$ cat src/rtl/cpu_pkg.sv
// Types shared by the CPU control path: sequencer states, opcode values and
// the instruction classes the sequencer and ALU control both switch on.
package cpu_pkg;

  typedef enum logic [2:0] {
    S_FETCH,
    S_GETREGS,
    S_EXEC,
    S_MEM,
    S_WB,
    S_INT,
    S_HALT
  } seq_state_t;

  localparam logic [3:0] OP_HALT   = 4'b0000;
  localparam logic [3:0] OP_ADD    = 4'b0001;
  localparam logic [3:0] OP_SUB    = 4'b0010;
  localparam logic [3:0] OP_LOAD   = 4'b0011;
  localparam logic [3:0] OP_STORE  = 4'b0100;
  localparam logic [3:0] OP_JMP    = 4'b0101;
  localparam logic [3:0] OP_JAL    = 4'b0110;
  localparam logic [3:0] OP_BRANCH = 4'b0111;
  localparam logic [3:0] OP_RETI   = 4'b1000;

  typedef enum logic [2:0] {
    CL_NOP,
    CL_HALT,
    CL_ARITH,
    CL_LOAD,
    CL_STORE,
    CL_JUMP,
    CL_BRANCH,
    CL_RETI
  } instr_class_t;

endpackage

$ cat src/rtl/instr_class_decode.sv
// Combinational opcode-to-class decode; unlisted (illegal) opcodes fall to NOP.
module instr_class_decode
  import cpu_pkg::*;
(
  input  logic [3:0]   instrOP,
  output instr_class_t iclass
);

  always_comb begin
    case (instrOP)
      OP_HALT:        iclass = CL_HALT;
      OP_ADD, OP_SUB: iclass = CL_ARITH;
      OP_LOAD:        iclass = CL_LOAD;
      OP_STORE:       iclass = CL_STORE;
      OP_JMP, OP_JAL: iclass = CL_JUMP;
      OP_BRANCH:      iclass = CL_BRANCH;
      OP_RETI:        iclass = CL_RETI;
      default:        iclass = CL_NOP;
    endcase
  end

endmodule

$ cat src/rtl/cpu_sequencer.sv
// Multi-cycle instruction sequencer with registered outputs and one-level interrupt.
// Define SEQ_TIMEOUT_EN to add the memory watchdog and the bus_error port.
module cpu_sequencer
  import cpu_pkg::*;
#(
  parameter int unsigned TIMEOUT_CYCLES = 255
) (
  input  logic       clk,
  input  logic       reset,
  input  logic [3:0] instrOP,
  input  logic       cond_true,
  input  logic       mem_done,
  input  logic       int_req,
  output logic       mem_start,
  output logic       mem_we,
  output logic       fetch,
  output logic       getRegs,
  output logic       reg_we,
  output logic       pc_inc,
  output logic       pc_jump,
  output logic       pc_vec,
  output logic       int_ack,
`ifdef SEQ_TIMEOUT_EN
  output logic       bus_error,
`endif
  output logic       halted
);

  seq_state_t   state, state_n;
  instr_class_t iclass, cls_q, cls_n, wb_cls;
  logic         in_isr, in_isr_n;
  logic         mem_start_n, mem_we_n, fetch_n, getregs_n, reg_we_n;
  logic         pc_inc_n, pc_jump_n, pc_vec_n, int_ack_n, halted_n;
  logic         done_ok, irq_ok, timeout;
  logic         go_fetch, go_wb, go_int, wb_nowrite;

  instr_class_decode u_decode (
    .instrOP (instrOP),
    .iclass  (iclass)
  );

  // A completion pulse coinciding with our own request is stale.
  assign done_ok = mem_done && !mem_start;
  assign irq_ok  = int_req && !in_isr;
  assign wb_cls  = (state == S_EXEC) ? iclass : cls_q;

  always_comb begin
    state_n     = state;
    cls_n       = cls_q;
    in_isr_n    = in_isr;
    mem_start_n = 1'b0;
    mem_we_n    = 1'b0;
    fetch_n     = 1'b0;
    getregs_n   = 1'b0;
    reg_we_n    = 1'b0;
    pc_inc_n    = 1'b0;
    pc_jump_n   = 1'b0;
    pc_vec_n    = 1'b0;
    int_ack_n   = 1'b0;
    halted_n    = 1'b0;
    go_fetch    = 1'b0;
    go_wb       = 1'b0;
    go_int      = 1'b0;
    wb_nowrite  = 1'b0;

    case (state)
      S_FETCH: begin
        // fetch low while in FETCH only happens straight out of reset.
        if (!fetch)        go_fetch = 1'b1;
        else if (done_ok) begin
          state_n   = S_GETREGS;
          getregs_n = 1'b1;
        end
        else if (timeout)  go_fetch = 1'b1;
        else               fetch_n  = 1'b1;
      end
      S_GETREGS: state_n = S_EXEC;
      S_EXEC: begin
        cls_n = iclass;
        case (iclass)
          CL_HALT: begin
            state_n  = S_HALT;
            halted_n = 1'b1;
          end
          CL_LOAD, CL_STORE: begin
            state_n     = S_MEM;
            mem_start_n = 1'b1;
            mem_we_n    = (iclass == CL_STORE);
          end
          default: go_wb = 1'b1;
        endcase
      end
      S_MEM: begin
        if (done_ok) go_wb = 1'b1;
        else if (timeout) begin
          go_wb      = 1'b1;
          wb_nowrite = 1'b1;
        end
      end
      S_WB: begin
        if (irq_ok) go_int   = 1'b1;
        else        go_fetch = 1'b1;
      end
      S_INT: go_fetch = 1'b1;
      S_HALT: begin
        if (irq_ok) go_int   = 1'b1;
        else        halted_n = 1'b1;
      end
      default: state_n = S_FETCH;
    endcase

    if (go_fetch) begin
      state_n     = S_FETCH;
      mem_start_n = 1'b1;
      fetch_n     = 1'b1;
    end
    if (go_int) begin
      state_n   = S_INT;
      int_ack_n = 1'b1;
      pc_vec_n  = 1'b1;
      in_isr_n  = 1'b1;
    end
    if (go_wb) begin
      state_n   = S_WB;
      reg_we_n  = !wb_nowrite && (wb_cls == CL_ARITH || wb_cls == CL_LOAD);
      pc_jump_n = (wb_cls == CL_JUMP) || (wb_cls == CL_RETI) ||
                  (wb_cls == CL_BRANCH && cond_true);
      pc_inc_n  = !pc_jump_n;
      if (wb_cls == CL_RETI) in_isr_n = 1'b0;
    end
  end

  always_ff @(posedge clk) begin
    if (reset) begin
      state     <= S_FETCH;
      cls_q     <= CL_NOP;
      in_isr    <= 1'b0;
      mem_start <= 1'b0;
      mem_we    <= 1'b0;
      fetch     <= 1'b0;
      getRegs   <= 1'b0;
      reg_we    <= 1'b0;
      pc_inc    <= 1'b0;
      pc_jump   <= 1'b0;
      pc_vec    <= 1'b0;
      int_ack   <= 1'b0;
      halted    <= 1'b0;
    end else begin
      state     <= state_n;
      cls_q     <= cls_n;
      in_isr    <= in_isr_n;
      mem_start <= mem_start_n;
      mem_we    <= mem_we_n;
      fetch     <= fetch_n;
      getRegs   <= getregs_n;
      reg_we    <= reg_we_n;
      pc_inc    <= pc_inc_n;
      pc_jump   <= pc_jump_n;
      pc_vec    <= pc_vec_n;
      int_ack   <= int_ack_n;
      halted    <= halted_n;
    end
  end

`ifdef SEQ_TIMEOUT_EN
  localparam int unsigned CNT_W = $clog2(TIMEOUT_CYCLES + 1);

  logic [CNT_W-1:0] to_cnt;

  assign timeout = (to_cnt == CNT_W'(TIMEOUT_CYCLES - 1));

  // Every FETCH/MEM entry issues mem_start, so that marks a fresh wait window.
  always_ff @(posedge clk) begin
    if (reset) begin
      to_cnt    <= '0;
      bus_error <= 1'b0;
    end else begin
      bus_error <= timeout && !done_ok &&
                   ((state == S_FETCH && fetch) || state == S_MEM);
      if (mem_start_n || (state_n != S_FETCH && state_n != S_MEM))
        to_cnt <= '0;
      else
        to_cnt <= to_cnt + CNT_W'(1);
    end
  end
`else
  assign timeout = 1'b0;
  wire unused_timeout_cfg = |TIMEOUT_CYCLES;
`endif

endmodule

$ cat config.mk
export PLATFORM = sky130hd
export DESIGN_NAME = cpu_sequencer
export DESIGN_NICKNAME = d
export VERILOG_FILES = /design/src/rtl/cpu_pkg.sv /design/src/rtl/instr_class_decode.sv /design/src/rtl/cpu_sequencer.sv
export SDC_FILE = /design/constraint.sdc
export NUM_CORES = 1
export LEC_CHECK = 0
export ABC_AREA = 1
export BUFFER_PORTS_ARGS = -buffer_cell sky130_fd_sc_hd__clkbuf_2
export CAP_MARGIN = 20
export CORE_UTILIZATION = 56
export DETAILED_ROUTE_END_ITERATION = 16
export GPL_TIMING_DRIVEN = 0
export PLACE_DENSITY = 0.91
export SYNTH_ARGS = -nofsm -noshare
export SYNTH_HDL_FRONTEND = slang
export SYNTH_SLANG_ARGS = --single-unit
$ cat constraint.sdc
create_clock -name clk -period 2.6 [get_ports clk]
set_input_delay 0.78 -clock clk [delete_from_list [all_inputs] [get_ports clk]]
set_output_delay 0.78 -clock clk [all_outputs]
set_load 0.02 [all_outputs]
; After elaboration in Yosys (flattened, before gate mapping)
; Memories as Yosys holds them, arrays and structs flattened.
; Cells that the tools add are included.
[word_totals]
regBits = 16
n_memories = 1
romBits = 48
wordCells = 97
[op_classes]
bitwise = 6
n_eq_ne = 25
reduce_logical = 22
muxes = 29
[mem_list]
columns = memory, words, word_bits, rd, rd_ports_with_merged_regs, wr, line_no
row1 = (no name shown), 16, 3, 1, 0, 0, instr_class_decode.sv:10  ; case (instrOP)
[op_table]
columns = cell, count
row1 = $eq A3 B3 Y1 const B, 7
row2 = $mux W1, 18
row3 = $mux W3, 6
row4 = $eq A3 B2 Y1 const B, 5
row5 = $pmux W3 S4, 1
row6 = $reduce_and A4 Y1, 3
row7 = $ne A5 B5 Y1 const B, 2
row8 = $reduce_or A3 Y1, 3
row9 = $ne A4 B4 Y1 const B, 2
row10 = $reduce_or A2 Y1, 4
row11 = $reduce_or A4 Y1, 2
row12 = $eq A3 B1 Y1 const B, 2
row13 = $ne A3 B1 Y1 const B, 2
row14 = $ne A6 B4 Y1 const B, 1
row15 = $not A1 Y1, 6
row16 = $pmux W3 S2, 1
row17 = $ne A5 B3 Y1 const B, 1
row18 = $ne A2 B2 Y1 const B, 2
row19 = $ne A4 B1 Y1 const B, 1
row20 = $pmux W1 S2, 2
row21 = $logic_and A1 B1 Y1, 3
row22 = $logic_not A1 Y1, 3
row23 = $logic_not A3 Y1, 1
row24 = $logic_or A1 B1 Y1, 3
row25 = $pmux W1 S3, 1

; Logic depth before layout (Yosys ltp)
[depth]
word_depth = 8
ltp_mapped = 11
depth_no_buf = 11

; Modules after synthesis
; A second synthesis with hierarchy kept.
[hier_totals]
cells_unflattened = 134
area_unflattened_um2 = 912.1
[modules_own_cells]
columns = module, seq_area_each_um2, area_each_um2, cells_each, n_inst
row1 = cpu_sequencer, 320.3, 814.5, 116, 1
row2 = instr_class_decode, 0.0, 97.6, 18, 1

; Worst setup path before layout
; No wires, ideal clock.
[synth_path]
kind = input to register
startpoint = input instrOP[0]
endpoint = register pc_inc
slack_ns = 0.848
stages = 10
required_ns = 2.486
arrival_ns = 1.638
setup_time_ns = 0.114
path_cell_list = inv_1 -> ha_1 -> xnor2_1 -> nand2_1 -> nand2_1 -> nand2_1 -> nand2_1 -> nand2_1 -> nand2_1 -> nor2_1
[synth_via]
elab_chain_cells = 7
word_cells_on_any_way = 17
[synth_rtl]
columns = element, line_no
row1 = start: declaration, cpu_sequencer.sv:10  ; input logic [3:0] instrOP,
row2 = $mem_v2 Z16 W3 (*), n/a
row3 = $eq A3 B3 Y1 (tied with other cells), cpu_sequencer.sv:80  ; case (iclass)
row4 = $reduce_or A3 Y1 (no source line), n/a
row5 = $mux W1, cpu_sequencer.sv:80
row6 = $pmux W1 S2, cpu_sequencer.sv:66  ; case (state)
row7 = $not A1 Y1 (no source line), n/a
row8 = $reduce_or A2 Y1 (no source line), n/a
row9 = end signal: assignment, cpu_sequencer.sv:157  ; pc_inc <= pc_inc_n;
row10 = end: declaration, cpu_sequencer.sv:19  ; output logic pc_inc,
; Mark *: on every way between the ends. The rest lies on a longest branch, timed or not.
; A chain may end at the register's enable or synchronous reset.

; Final worst setup path
[layout_path]
startpoint = input instrOP[0]
endpoint = register state[0]
[layout_via]
elab_chain_cells = 7
word_cells_on_any_way = 15
[layout_rtl]
columns = element, line_no
row1 = $mem_v2 Z16 W3 (*), n/a
row2 = $eq A3 B3 Y1 / $eq A3 B2 Y1 (equally long branches), cpu_sequencer.sv:80
row3 = $reduce_or A2 Y1, cpu_sequencer.sv:80
row4 = $pmux W3 S2, cpu_sequencer.sv:80
row5 = $pmux W3 S4, cpu_sequencer.sv:66
row6 = $mux W3, cpu_sequencer.sv:112  ; if (go_fetch) begin
row7 = $mux W3, cpu_sequencer.sv:117  ; if (go_int) begin
row8 = end signal: assignment, cpu_sequencer.sv:149  ; state <= state_n;
row9 = end: declaration, cpu_sequencer.sv:29  ; seq_state_t state, state_n;
; Mark *: on every way between the ends. The rest lies on a longest branch, timed or not. The select of a mux whose other input is x is not followed.

==> summary.md <==
| Metric | Value |
|---|---|
| Period minus WS final | 1.77 ns |
| WP data arrival | 2.00 ns |
| FP Rows | 14 |
| Gr ovfl total | 0 |
| Post-synth cell types | 28 |
| Fin util | 70.2% |
| Post-synth EDFFs | 0 |
| Max VDD drop | 0.312 mV |
| Register Area | 320 µm² |
| Ant. Diodes | 0 |
| CP Max Fanout | 3 |
| Mapped Avg Cell Area | 7.12 µm² |
| Synthesized instance count | 128 |
| Non-filler cells, final | 166 |
| DIE AREA | 1790 µm² |
| Area occupied by multi-input gates | 488 µm² |
| Clock buffer depth | 2 |
| DP HPWL | 1.47 mm |
| Starting Density | 60.5% |
| Max_slew headroom | 72.5% |
| Grt met2 use | 42.2% |
| First-pass GRT wire length | 3.13 mm |
| First DRT Iteration DRCs | 48 |
| Area leader, netlist | dfxtp_1 |
| Primary FF master, synth | dfxtp_1 |
| P per Cell Area | 694 nW/µm² |
| GPL Wtd Cong | 0.806 |
| Chip width | 42.3 µm |
| Reg clk slew, reported paths | 0.09 ns |
| Largest net degree at the start of global routing | 11 |
| CTS buffer count | 3 |
| Final Hold Vio Count | 0 |
| Unrepaired setup endpoints after global routing | false |
| CTS tree | yes |
| Drt pass-1 iters | 4 |
| Hold WS | 0.490 ns |
| Number of cells after detailed placement | 162 |
| Static Leak | 0.000537 µW |
| Post-CTS setup buffer count | 0 |
| Worst-Skew Late Latency | 0.30 ns |
| Clock sinks | 16 |
| Fillers | 117 |
| FF+latch count, synth | 16 |
| Max Fclk | 0.565 GHz |
| Synthesized area | 911 µm² |
| Power, Total | 734 µW |
| Area share of the largest cell type after synthesis | 35.2% |
| Vias/cell | 5.29 |
| Post-DRT Antenna Nets | 0 |
| Core region area | 1510 µm² |
| Via Count | 878 |
| CP Launch Type | input port |
| Crit share post-route | 68.1% |
| Outcome | complete, no violations |
| Fin nets | 162 |
| CTS Root Cell | clkbuf_4 |
| IO Pins | 19 |
| IO buf count | 18 |
| Register area share after synthesis | 35.2% |
| Max Slew Vio Count | 0 |
| CTS Hold Buffers Added | 0 |
| Least-Margin Pin Slew | 0.412 ns |
| Synth Net Count | 139 |
| Resized cells post-CTS | 0 |
| Met3 usage | 3.45% |
| Gr usage total | 22.6% |
| Drt wl/cell | 11.2 µm |
| Ys async rst share | 0% |
| Setup Viol. Count Final | 0 |
| Crit Path Class | input port to flop |
| Residual DRC | 0 |
| Synth warnings | 0 |
| Post-Route WL | 1.87 mm |
| Synth area leaders | dfxtp_1, nand2_1, nor2_1, inv_1, nand3_1 |
| Initial antenna violation count | 0 |
| Worst hold path class | flop to flop |
| Cell with the most instances after synthesis | nand2_1 |
| Post-Route Skew | 0.00663 ns |
| Setup tns final | 0 ns |
| Die height | 42.3 µm |
| H-tree depth | 1 |
| GR peak layer | met2 |
| Vias in the first global route | 833 |
| Required @ worst endpoint | 2.83 ns |
| Area growth syn-to-layout | 16.1% |
| Fraction of layout instances using a drive strength above 1 | 30.7% |
| CP Capture Type | flop |
| Synth top cells by count | nand2_1, dfxtp_1, nor2_1 |
| Met1 Use GR | 23.4% |
| Max cap viols | 0 |
## worst max-delay path, cell delays in order
cell and delay [ns]:
clkbuf_2 0.09, inv_1 0.04, ha_1 0.32, inv_1 0.10
nand4_1 0.13, nand2_1 0.11, nand2_1 0.10, nand2_1 0.08
nand2_1 0.06, nand2_1 0.05, nor2_1 0.04, nor2_1 0.10
## cell families (layout without fill, tap and decap cells)
group / count (synthesis) / after routing / synth area share [%]
xor+xnor: 1 / 1 / 0.962
buf+inv: 23 / 45 / 11.3
compound gates: 13 / 13 / 8.79
fa+ha+maj: 2 / 2 / 2.75
simple gates: 73 / 73 / 41.1
flops: 16 / 16 / 35.2
## path summary, 6_finish.rpt
check / startpoint / end / slack, ns / cells past startpoint
worst min register to register: fetch / getRegs / 0.49 / 2
worst min-delay path: fetch / getRegs / 0.49 / 2
worst max register to register: state[1] / state[0] / 1.26 / 9
worst max-delay path: instrOP[0] / state[0] / 0.83 / 12
## area by class of cell
| class | count | area share, % |
|---|---|---|
| repair buffers | 18 | 8.52 |
| flip-flops and latches | 16 | 30.3 |
| inverters | 20 | 7.57 |
| multi-input cells | 89 | 46.2 |
| clock buffers | 4 | 3.43 |
| plain buffers | 3 | 2.13 |
| well taps | 16 | 1.89 |
## where the power goes
group | switching, µW | leakage (µW) | internal (µW) | total [µW]
Clock | 82.8 | 0.0000210 | 85.4 | 168
Sequential | 21.7 | 0.000130 | 271 | 293
Combinational | 179 | 0.000386 | 93.6 | 273
Total | 284 | 0.000537 | 450 | 734
## flip-flops by register name (all words and copies together) (netlist names)
register and count:
cls_q 3, fetch 1, getRegs 1, halted 1, in_isr 1, int_ack 1, mem_start 1, mem_we 1
pc_inc 1, pc_jump 1, reg_we 1, state 3
## layout by cell type, fill, tap and decap left out
cell type	netlist	routed
nand2_1	27	27
o2111ai_1	1	1
o21ai_0	3	3
inv_1	14	14
o21ai_1	1	1
a21oi_1	6	6
nor2_2	3	3
o211ai_2	1	1
clkbuf_8	0	1
nor3_1	1	1
nor2_4	1	1
inv_4	2	2
buf_1	1	1
nand2_4	2	2
a21oi_2	1	1
ha_1	2	2
nor3b_1	1	1
nor2_1	15	15
buf_6	1	1
clkbuf_4	0	3
clkbuf_2	0	18
xnor2_1	1	1
dfxtp_1	16	16
and3_1	1	1
inv_2	4	4
buf_4	1	1
nand3_2	2	2
nand3_1	9	9
nand2_2	5	5
nand4_1	5	5
nand3_4	1	1
## metal layers
layer  wire [µm]  up-vias
met3          66        5
met4          42        0
met5           0        -
met2         926       29
met1         833      393
li1            -      451
## through the flow
| stage | cell area [µm²] | setup WS (ns) |
|---|---|---|
| floorplan | 911 | 0.848 |
| global placement | 1020 | 0.625 |
| detailed placement | 1020 | 0.583 |
| CTS | 1060 | 0.851 |
| global route | 1060 | 0.726 |
| finish | 1060 | 0.830 |
Power figures use the tool's default switching activity.
